**config.mk**
```make
export PLATFORM = sky130hd
export DESIGN_NAME = pc_fetch_unit
export DESIGN_NICKNAME = d
export VERILOG_FILES = /design/src/rtl/pc_fetch_unit_pkg.sv /design/src/rtl/pc_fetch_unit_pc_register.sv /design/src/rtl/pc_fetch_unit.sv
export SDC_FILE = /design/constraint.sdc
export NUM_CORES = 1
export LEC_CHECK = 0
export ABC_AREA = 0
export BUFFER_PORTS_ARGS = -buffer_cell sky130_fd_sc_hd__buf_2
export CORE_ASPECT_RATIO = 0.8
export CORE_MARGIN = 2
export CORE_UTILIZATION = 45
export CTS_BUF_LIST = sky130_fd_sc_hd__clkbuf_8
export CTS_CLUSTER_DIAMETER = 60
export DETAILED_ROUTE_END_ITERATION = 7
export HOLD_SLACK_MARGIN = 0.02
export PLACE_DENSITY = 0.73
export SLEW_MARGIN = 20
export SYNTH_ARGS = -nofsm -noshare
export SYNTH_HDL_FRONTEND = slang
export SYNTH_SLANG_ARGS = --single-unit
```
**constraint.sdc**
```tcl
create_clock -name clk_i -period 5.4 [get_ports clk_i]
set_input_delay 0.27 -clock clk_i [delete_from_list [all_inputs] [get_ports clk_i]]
set_output_delay 0.27 -clock clk_i [all_outputs]
set_load 0.02 [all_outputs]
```
**src/rtl/pc_fetch_unit_pkg.sv**
```systemverilog
// Shared constants and helpers for the PC fetch unit.
package pc_fetch_unit_pkg;

  localparam int XLEN   = 32;  // data/address width
  localparam int JUMP_W = 26;  // J/JAL instruction-index field width

  localparam logic [XLEN-1:0] DEFAULT_RESET_PC  = 32'h0000_0000;
  localparam logic [XLEN-1:0] DEFAULT_NOP_INSTR = 32'h0000_0000;

  // Source selected for the next PC
  typedef enum logic [1:0] {
    SEL_SEQ    = 2'd0,
    SEL_JUMP   = 2'd1,
    SEL_BRANCH = 2'd2,
    SEL_JR     = 2'd3
  } pc_sel_e;

  // Instruction addresses are always word aligned
  function automatic logic [XLEN-1:0] align_word(input logic [XLEN-1:0] addr);
    return {addr[XLEN-1:2], 2'b00};
  endfunction

endpackage

```
**src/rtl/pc_fetch_unit_pc_register.sv**
```systemverilog
// Program counter register: 32-bit, load enable, async active-low reset.
module pc_register
  import pc_fetch_unit_pkg::*;
#(
  parameter logic [XLEN-1:0] RESET_VAL = DEFAULT_RESET_PC
) (
  input  logic            clk_i,
  input  logic            rst_i,
  input  logic            load_i,
  input  logic [XLEN-1:0] d_i,
  output logic [XLEN-1:0] q_o
);

  logic [XLEN-1:0] pc_q;
  logic [XLEN-1:0] pc_d;

  // Hold unless a load is requested
  always_comb begin
    pc_d = pc_q;
    if (load_i) pc_d = d_i;
  end

  // State register
  always_ff @(posedge clk_i or negedge rst_i) begin
    if (!rst_i) pc_q <= RESET_VAL;
    else        pc_q <= pc_d;
  end

  assign q_o = pc_q;

endmodule

```
**src/rtl/pc_fetch_unit.sv**
```systemverilog
// PC fetch unit: next-PC selection, PC register and IF/ID pipeline register.
// Optional macro FETCH_PERF_CNT_EN adds saturating fetch/stall counters.
module pc_fetch_unit
  import pc_fetch_unit_pkg::*;
#(
  parameter logic [XLEN-1:0] RESET_PC  = DEFAULT_RESET_PC,
  parameter logic [XLEN-1:0] NOP_INSTR = DEFAULT_NOP_INSTR
) (
  input  logic              clk_i,
  input  logic              rst_i,
  input  logic              stall_i,
  input  logic              branch_taken_i,
  input  logic [XLEN-1:0]   branch_addr_i,
  input  logic              jump_i,
  input  logic [JUMP_W-1:0] jump_target_i,
  input  logic              jr_i,
  input  logic [XLEN-1:0]   jr_addr_i,
  input  logic [XLEN-1:0]   instr_i,
  output logic [XLEN-1:0]   pc_addr_o,
  output logic [XLEN-1:0]   ifid_instr_o,
  output logic [XLEN-1:0]   ifid_pc4_o,
  output logic              ifid_valid_o
`ifdef FETCH_PERF_CNT_EN
  ,
  output logic [XLEN-1:0]   fetch_cnt_o,
  output logic [XLEN-1:0]   stall_cnt_o
`endif
);

  logic [XLEN-1:0] pc;
  logic [XLEN-1:0] pc4;
  logic [XLEN-1:0] next_pc;
  logic            redirect;
  logic            advance;
  pc_sel_e         pc_sel;

  logic [XLEN-1:0] ifid_instr_q, ifid_instr_d;
  logic [XLEN-1:0] ifid_pc4_q, ifid_pc4_d;
  logic            ifid_valid_q, ifid_valid_d;

  // PC+4 wraps naturally in 32-bit arithmetic
  assign pc4      = pc + 32'd4;
  assign redirect = jr_i | branch_taken_i | jump_i;
  // A plain sequential fetch happens only with no redirect and no stall
  assign advance  = !redirect && !stall_i;

  // Next-PC priority: JR, then branch, then jump, then sequential
  always_comb begin
    pc_sel = SEL_SEQ;
    if (jr_i)                pc_sel = SEL_JR;
    else if (branch_taken_i) pc_sel = SEL_BRANCH;
    else if (jump_i)         pc_sel = SEL_JUMP;
    case (pc_sel)
      SEL_JR:     next_pc = align_word(jr_addr_i);
      SEL_BRANCH: next_pc = align_word(branch_addr_i);
      SEL_JUMP:   next_pc = {pc4[31:28], jump_target_i, 2'b00};
      default:    next_pc = pc4;
    endcase
  end

  // Redirect overrides stall; stall alone freezes the PC
  pc_register #(.RESET_VAL(RESET_PC)) u_pc (
    .clk_i  (clk_i),
    .rst_i  (rst_i),
    .load_i (redirect | !stall_i),
    .d_i    (next_pc),
    .q_o    (pc)
  );

  // IF/ID next state: flush on redirect, capture on advance, else hold
  always_comb begin
    ifid_instr_d = ifid_instr_q;
    ifid_pc4_d   = ifid_pc4_q;
    ifid_valid_d = ifid_valid_q;
    if (redirect) begin
      ifid_instr_d = NOP_INSTR;
      ifid_pc4_d   = '0;
      ifid_valid_d = 1'b0;
    end else if (!stall_i) begin
      ifid_instr_d = instr_i;
      ifid_pc4_d   = pc4;
      ifid_valid_d = 1'b1;
    end
  end

  // IF/ID register
  always_ff @(posedge clk_i or negedge rst_i) begin
    if (!rst_i) begin
      ifid_instr_q <= NOP_INSTR;
      ifid_pc4_q   <= '0;
      ifid_valid_q <= 1'b0;
    end else begin
      ifid_instr_q <= ifid_instr_d;
      ifid_pc4_q   <= ifid_pc4_d;
      ifid_valid_q <= ifid_valid_d;
    end
  end

  assign pc_addr_o    = pc;
  assign ifid_instr_o = ifid_instr_q;
  assign ifid_pc4_o   = ifid_pc4_q;
  assign ifid_valid_o = ifid_valid_q;

`ifdef FETCH_PERF_CNT_EN
  logic [XLEN-1:0] fetch_cnt_q, fetch_cnt_d;
  logic [XLEN-1:0] stall_cnt_q, stall_cnt_d;

  // Saturating counters: sequential fetches and pure stall cycles
  always_comb begin
    fetch_cnt_d = fetch_cnt_q;
    stall_cnt_d = stall_cnt_q;
    if (advance && fetch_cnt_q != '1)                 fetch_cnt_d = fetch_cnt_q + 32'd1;
    if (!redirect && stall_i && stall_cnt_q != '1)    stall_cnt_d = stall_cnt_q + 32'd1;
  end

  // Counter registers
  always_ff @(posedge clk_i or negedge rst_i) begin
    if (!rst_i) begin
      fetch_cnt_q <= '0;
      stall_cnt_q <= '0;
    end else begin
      fetch_cnt_q <= fetch_cnt_d;
      stall_cnt_q <= stall_cnt_d;
    end
  end

  assign fetch_cnt_o = fetch_cnt_q;
  assign stall_cnt_o = stall_cnt_q;
`else
  logic unused_advance;
  assign unused_advance = advance;
`endif

endmodule
```
# == Yosys cells after proc, flatten, opt, wreduce, memory -nomap -nowiden ==
# Cells that the tools add are included.
# classes
bitwise_logic,3
eq_ne,4
reduce_logical,1
n_mux,10
addsub,1
# op_table
operator,count
two-way mux 32 bit,4
case mux 32 bit (3 select lines),1
"adder 32 x 3 -> 32 bit, second input constant",1
"== test 2 bit, second input constant",2
two-way mux 2 bit,2
two-way mux 1 bit,3
OR 1 bit,3
"== test 2 x 1 -> 1 bit, second input constant",1
"!= test 2 x 1 -> 1 bit, second input constant",1
logical NOT 1 bit,1
# totals
inputBits,128
elab_cells,23
output_inout_bits,97
regBits,97

# == Logic depth before layout (Yosys ltp) ==
# Gate-level depths: netlist of run 1.
# logic_depth
ltp_word,5
ltp_mapped,7
depth_no_buf,6

# == Cells and area by module ==
# Synthesis of run 1 repeated with hierarchy kept, for this count alone.
# unflattened
hier_cells,486
hier_area_um2,5132.4
# by_module_without_submodules
mod,n_inst,seq_area_each_um2,area_per_inst_um2,cells_per_inst
pc_fetch_unit,1,1626.6,3787.4,418
pc_register,1,800.8,1345.0,68

# == Worst setup path before layout of run 1 ==
# OpenSTA, ideal clock, no wires.
# synth_timing
kind,register -> register
from,register u_pc.pc_q[2] (netlist: u_pc.q_o[2])
to,register u_pc.pc_q[30] (netlist: u_pc.q_o[30])
setup_slack_ns,3.154
arrival_ns,2.103
period_less_slack_ns,2.246
path_buffers,1
path_stages_with_launch,8
required_time_ns,5.258
setup_time_ns,0.142
cell_sequence,dfrtp_1 -> ha_1 -> nand3_1 -> or4_1 -> buf_6 -> nor4_4 -> xnor2_1 -> o221ai_1
# synth_between
elab_chain_cells,2
# synth_rtl
item,line,text
from (decl),pc_fetch_unit_pc_register.sv:14,logic [XLEN-1:0] pc_q;
from (signal assigned),pc_fetch_unit_pc_register.sv:26,else pc_q <= pc_d;
adder 32 x 3 -> 32 bit,pc_fetch_unit.sv:42,assign pc4 = pc + 32'd4;
case mux 32 bit (3 select lines),pc_fetch_unit.sv:53,case (pc_sel)
# No other way between the ends.
# A chain may end at the register's enable or synchronous reset.

# == Worst setup path in the final report of run 1 ==
# layout_timing
from,register u_pc.pc_q[2] (netlist: u_pc.q_o[2])
to,register ifid_pc4_q[24] (netlist: ifid_pc4_o[24])
# layout_between
elab_chain_cells,3
# layout_rtl
item,line,text
adder 32 x 3 -> 32 bit,pc_fetch_unit.sv:42,
two-way mux 32 bit,pc_fetch_unit.sv:79,end else if (!stall_i) begin
two-way mux 32 bit,pc_fetch_unit.sv:75,if (redirect) begin
to (signal assigned),pc_fetch_unit.sv:94,ifid_pc4_q <= ifid_pc4_d;
to (decl),pc_fetch_unit.sv:38,"logic [XLEN-1:0] ifid_pc4_q, ifid_pc4_d;"
# No other way between the ends. The select of a mux whose other input is x is not followed.

==> results of run 1 <==
power breakdown:
group | leakage (nW) | switching, mW | total, mW | internal [mW]
clock network | 0.105 | 0.242 | 0.495 | 0.254
logic | 1.92 | 0.184 | 0.311 | 0.127
registers | 1.23 | 0.0519 | 0.778 | 0.727
total | 3.26 | 0.477 | 1.58 | 1.11
sequential cells by signal (all words and copies together) (netlist names):
name,cells
ifid_instr_o,32
ifid_valid_o,1
u_pc.q_o,30
ifid_pc4_o,30
area by class of cell:
| class | instances | area (µm²) | share of cell area (%) |
|---|---|---|---|
| Multi-Input combinational cell | 424 | 2654 | 40.38 |
| Sequential cell | 93 | 2327 | 35.42 |
| Timing Repair Buffer | 221 | 1126 | 17.14 |
| Tap cell | 148 | 185.2 | 2.818 |
| Clock buffer | 12 | 165.2 | 2.513 |
| Inverter | 16 | 60.06 | 0.9139 |
| Clock inverter | 4 | 53.80 | 0.8187 |
worst min-delay path by stage:
stage                        from  depth (start not counted)          endpoint
floorplan                   rst_i                          0   ifid_instr_o[0]
global placement            rst_i                          1  ifid_instr_o[10]
detailed placement          rst_i                          1  ifid_instr_o[10]
CTS                 jr_addr_i[10]                          3      u_pc.q_o[10]
global route        jr_addr_i[24]                          3      u_pc.q_o[24]
finish              jr_addr_i[10]                          3      u_pc.q_o[10]
routing by layer:
layer,vias up,wire (µm)
li1,2370,-
met3,15,959
met1,2210,6696
met5,-,0
met2,195,6533
met4,0,177
critical path, stage by stage, from the launching register on:
cell and delay [ps]:
dfrtp_1 480, ha_1 290, nand3_1 180, nor4_2 900
nand4_1 250, xnor2_1 220, o21a_1 190
synth_stat cells (9+ instances only):
library cell / number
nor4_1: 9
nand3_1: 15
inv_1: 16
clkbuf_1: 32
nor3_1: 14
a21oi_1: 42
xnor2_1: 39
mux2i_1: 42
nand2_1: 67
o21a_1: 11
nor2_1: 85
dfrtp_1: 93
xor2_1: 14
o221ai_1: 29
metrics by stage:
step           power (mW)  std cells  util, %  worst slack, ps
2_1_floorplan      0.9728        585        -             3154
5_1_grt             1.674        918    57.27             2576
4_1_cts             1.607        918    57.27             2809
3_3_place_gp        1.095        901    55.28             2944
6_report            1.584        918    57.27             2791
3_5_place_dp        1.100        901    55.28             2876
kinds of logic after synthesis:
group           after synthesis
simple gates                229
compound gates               95
mux                          42
buf+inv                      68
fa+ha+maj                     1
flops                        93
other cells                   1
xor+xnor                     53
==> results by group, run 1 <==
STA
  – RSZ-0062 raised after global routing: false
  – Setup Viol. Count Final: 0
  – Period minus WS final: 2609 ps
  – Fin Hold WS: 114.0 ps
  – Slew @ Worst Pin: 1008 ps
  – Clock Skew: 6.970 ps
  – Final Max Tran Viols: 0
  – Setup_tns: 0 ps
  – Final Hold Fails: 0
  – Slew headroom: 32.21%
  – Max Freq: 383.3 MHz
  – Final worst path period share: 48.32%

Synthesis
  – Post-Synth Adder-Cell Area: 0.2378%
  – Synth Area in XOR/XNOR: 8.823%
  – Register area share after synthesis: 44.23%
  – Top_reg_cell synth: dfrtp_1
  – Combinational family with the most area after synthesis: simple AND/OR/NAND/NOR gates
  – Netlist cell types: 42
  – Post-synthesis async set-or-reset flop share: 100.0%
  – Synthesized instance count: 582
  – Syn Area/Cell: 9.040 µm²
  – Synth top area cells: dfrtp_1, mux2i_1, xnor2_1, nor2_1, o221ai_1
  – Ys Warns: 0
  – Compound-Gate Fraction of Synth Area: 12.15%
  – Flops & latches, synth: 93
  – Number of synthesized flops with an enable pin: 0
  – Share of the synthesized area in the top cell type: 44.23%
  – Multiplexer share of the synthesized area: 7.990%
  – Post-Syn Area: 5261 µm²
  – Synth Area in Simple Gates: 20.93%
  – Cell accounting for the most synthesized area: dfrtp_1

Floorplanning
  – Initial core utilization: 45.86%
  – Die extent in x: 124.9 µm
  – Core area: 11470 µm²
  – Die Footprint: 12580 µm²
  – Std-Cell Rows: 35
  – I/O pin cnt: 225
  – Die Y: 100.7 µm

Global routing
  – Global routing's busiest layer: met2
  – Met1 Use GR: 32.65%
  – Total track usage: 22.88%
  – Largest net degree at the start of global routing: 74
  – Vias in the first global route: 4427
  – Initial antenna violation count: 0
  – Met2 usage: 36.44%
  – Met3 Use GR: 4.671%
  – First-pass GRT wire length: 22970 µm
  – GRT overflow: 0

Detailed routing
  – Wire per inst: 15.65 µm
  – Via density per instance: 5.218
  – DRC: 0
  – Antenna viol nets, final: 0
  – Iteration-0 DRC Markers: 284
  – Vias: 4790
  – Pre-antenna DRT Iters: 8
  – Routed wire length: 14370 µm

Place
  – # port buffers: 216
  – Gpl congestion: 0.8266
  – DP HPWL: 10580 µm
  – Post-DP Area: 6342 µm²

Clocking
  – Post-CTS sizing: 0
  – TritonCTS buffer count: 9
  – Clk_lat worst skew: 360 ps
  – Root Buffer: clkbuf_8
  – Clock transition at path regs: 90 ps
  – Setup bufs post-CTS: 0
  – Hold bufs inserted after CTS: 1
  – CTS tree: done
  – Max clock buf depth: 2
  – Htree depth: 3
  – Clk sink count: 93

Layout
  – Final instance area: 6571 µm²
  – N_diodes: 0
  – Commonest cells after routing, fill and taps aside: buf_2, dfrtp_1, nor2_1
  – Fraction of layout cells with a size suffix above 1: 31.82%
  – Area Overhead vs Synth: 24.90%
  – Final nets: 894
  – Most common cell after layout, fill and taps aside: buf_2
  – Fillers: 1040

Setup path
  – Critical path capture point type: register
  – Max FO, Critical Path: 10
  – Reg2Reg Launch Point: u_pc.q_o[2]
  – Crit path capture: ifid_pc4_o[24]
  – Crit path arrival time: 2860 ps
  – Worst Setup SP: u_pc.q_o[2]
  – Critical Path RT: 5650 ps
  – FF-to-FF setup slack: 2790 ps
  – Critical Path Source Type: register
  – Critical path class: reg2reg
  – RR Endpoint: ifid_pc4_o[24]
  – R2r worst-path depth: 6

Power and ir drop
  – Max IR drop VDD: 0.0001567 V
  – Static Leakage: 3.258 nW
  – PD cells: 241.1 nW/µm²

Status
  – Status: finished, final reports clean

Job
  – Max-cap violation count: 0

Worst hold path
  – Hold WC Path Type: in2reg
Power figures use the tool's default switching activity.
==> run 2, diff against run 1 <==
- ABC_AREA: 0 -> 1
- PLACE_DENSITY: 0.73 -> 0.75
- clock period: 5.4 -> 2.5 ns (I/O delays scaled with it)
==> run 2 against run 1 <==
  * Count of clock-buffer cells in the layout fell by 3
  * Register-to-register slack got worse by 2100 ps
  * Sequential share of layout area fell by 1.3 points
  * Power rose by 110%
  * Wire length rose by 9.7%
  * Worst setup slack got worse by 2200 ps
  * Worst hold slack got worse by 75 ps
==> results by group, run 2 <==
Layout
  – Area Overhead vs Synth: 42.05%
  – Most common cell after layout, fill and taps aside: buf_2
  – Max reg flops: 32 (unchanged)
  – Commonest cells after routing, fill and taps aside: buf_2, nand2_1, dfrtp_1
  – N_diodes: 0 (unchanged)
  – Final nets: 967 (+8.2%)
  – Fraction of layout cells with a size suffix above 1: 32.98% (+1.2 points)

Global routing
  – Vias in the first global route: 4969 (+12%)
  – First-pass GRT wire length: 24710 µm (+7.6%)
  – Largest net degree at the start of global routing: 53 (-28%)
  – Initial antenna violation count: 1 (+1)
  – GRT overflow: 0 (unchanged)
  – Total track usage: 27.39% (+4.5 points)

Synthesis
  – Synthesized instance count: 568 (-2.4%)
  – Top_reg_cell synth: dfrtp_1
  – Ys Warns: 0 (unchanged)
  – Netlist cell types: 28 (-33%)
  – Number of synthesized flops with an enable pin: 0 (unchanged)
  – Share of the synthesized area in the top cell type: 48.40% (+4.2 points)
  – Post-Syn Area: 4808 µm² (-8.6%)
  – Synth top area cells: dfrtp_1, nand2_1, a22o_1, nand3_1, nor2_1
  – Register area share after synthesis: 48.40% (+4.2 points)
  – Post-synthesis async set-or-reset flop share: 100.0% (unchanged)
  – Syn Area/Cell: 8.465 µm² (-6.4%)
  – Cell with the most instances after synthesis: nand2_1
  – Cell accounting for the most synthesized area: dfrtp_1
  – Flops & latches, synth: 93 (unchanged)
  – Top post-synthesis cells by count: nand2_1, dfrtp_1, a22o_1

Status
  – Status: finished, final reports clean

Floorplanning
  – Die extent in x: 119.6 µm (-4.3%)
  – Std-Cell Rows: 33 (-5.7%)
  – Die Y: 96.46 µm (-4.2%)
  – I/O pin cnt: 225 (unchanged)
  – Die Footprint: 11530 µm² (-8.3%)
  – Core area: 10320 µm² (-10%)
  – Initial core utilization: 46.58% (+0.73 points)

STA
  – Final Hold Fails: 0 (unchanged)
  – Slew headroom: 50.14% (+18 points)
  – Final Max Tran Viols: 0 (unchanged)
  – Max Freq: 511.9 MHz
  – Slew @ Worst Pin: 746.2 ps (-262.2 ps)
  – Final worst path period share: 78.14%
  – Setup Viol. Count Final: 0 (unchanged)
  – RSZ-0062 raised after global routing: false
  – Period minus WS final: 1954 ps
  – Clock Skew: 18.15 ps (+11.18 ps)
  – Fin Hold WS: 39.51 ps (-74.53 ps)
  – Setup_tns: 0 ps (unchanged)

Clocking
  – Root Buffer: clkbuf_8
  – Clk_lat worst skew: 380 ps (+20 ps)
  – CTS tree: done
  – Clk sink count: 93 (unchanged)
  – Clock transition at path regs: 100 ps (about the same)
  – Post-CTS sizing: 0 (unchanged)
  – TritonCTS buffer count: 9 (unchanged)
  – Htree depth: 3 (unchanged)
  – Max clock buf depth: 2 (unchanged)
  – Setup bufs post-CTS: 0 (unchanged)
  – Hold bufs inserted after CTS: 60 (+59)

Job
  – Max-cap violation count: 0 (unchanged)

Detailed routing
  – DRC: 0 (unchanged)
  – Wire per inst: 16.04 µm (+2.5%)
  – Via density per instance: 5.205 (-0.24%)
  – Pre-antenna DRT Iters: 5 (-3)
  – Antenna viol nets, final: 0 (unchanged)
  – Routed wire length: 15760 µm (+9.7%)
  – Vias: 5117 (+6.8%)
  – Iteration-0 DRC Markers: 338 (+19%)

Power and ir drop
  – Static Leakage: 3.686 nW (+13%)
  – PD cells: 493.7 nW/µm² (+100%)
  – Max IR drop VDD: 0.0002049 V (+31%)

Setup path
  – Crit path arrival time: 2270 ps (-590 ps)
  – Crit-path cells: buf_2 > buf_4 > nor3_4 > buf_4 > nand2_1 > nand2_1 > a221oi_1 > dlygate4sd3_1 > nand2_1
  – Critical path class: in2reg
  – Critical Path RT: 2810 ps (-2840 ps)
  – Critical Path Source Type: input port
  – Crit path top cell by count: nand2_1
  – CP top delay family: buffers and inverters
  – Highest-delay cell along the critical path: dlygate4sd3_1
  – Largest stage delay on the critical path: 590 ps (-310 ps)
  – Critical path capture point type: register
  – Max FO, Critical Path: 32 (+22)
  – WP buf/inv: 4 (+4)

Place
  – Gpl congestion: 0.9521 (+15%)
  – # port buffers: 216 (unchanged)
  – DP HPWL: 11190 µm (+5.7%)

Worst hold path
  – Hold WC Path Type: in2reg
[run 2: cell types whose count changed after synthesis, sizes merged, moves of 29 or more]
cell	change
a22o	+50
nand2	+143
mux2i	-42
xnor2	-37
nor2	-30
o221ai	-29
[run 2: final cells by class]
type,count,area (µm²)
clock buffers,9,123.9
clock inverters,7,71.32
fillers,886,3492
inverters,26,97.59
multi-input cells,423,2238
flip-flops and latches,93,2327
well taps,140,175.2
repair buffers,285,1797
[run 2: cell families after synthesis]
logic type                 count (synthesis)  share of synthesized area [%]
and+or+nand+nor                          313                          29.01
AOI/OAI and AO/OA                         95                          14.86
buffers and inverters                     55                          5.568
adders and majority gates                  1                         0.2602
other                                      1                        0.07799
xor gates and xnor gates                  10                          1.822
DFF                                       93                          48.40
[run 2: power breakdown]
group          leakage (nW)  switching, mW  total [mW]  internal (mW)
Clock                0.0922          0.609       0.996          0.387
Sequential             1.23          0.103        1.68           1.57
Combinational          2.37          0.400       0.699          0.299
Total                  3.69           1.11        3.37           2.26
[run 2: worst min-delay path, stage by stage]
cell	delay, ps
buf_2	70
nand2_1	40
nand2_1	50
a221oi_1	40
nand2_1	50
[run 2: final timing paths]
check,from,to,slack (ps),cells after the start
min in group asynchronous,rst_i,ifid_instr_o[1],270,2
worst min register to register,ifid_pc4_o[29],ifid_pc4_o[29],480,2
worst max register to register,u_pc.q_o[2],u_pc.q_o[22],730,7
worst max-delay path,jr_i,u_pc.q_o[13],550,9
max in group asynchronous,rst_i,ifid_pc4_o[21],1570,3
worst min-delay path,jump_target_i[21],u_pc.q_o[23],40,5
[run 2: layer usage]
layer / track usage [%] / up-vias / wire length (µm) / part of all wire (%)
met1: 36.72 / 2474 / 7047 / 45
met5: 0 / - / 11 / 0.070
met2: 46.14 / 181 / 7568 / 48
met3: 4.988 / 27 / 855 / 5.4
li1: - / 2433 / - / -
met4: 8.039 / 2 / 279 / 1.8
[run 2: stage by stage]
stage                     setup slack (ps)  total power, mW  utilization, %  area, µm²  instances
after floorplan                      866.6            2.031               -       4820        571
after global placement               178.2            2.304           58.19       6007        906
after detailed placement             567.0            2.326           58.46       6035        907
after CTS                            577.0            3.391           66.17       6830        983
after global routing                 436.8            3.529           66.17       6830        983
final                                546.4            3.372           66.17       6830        983
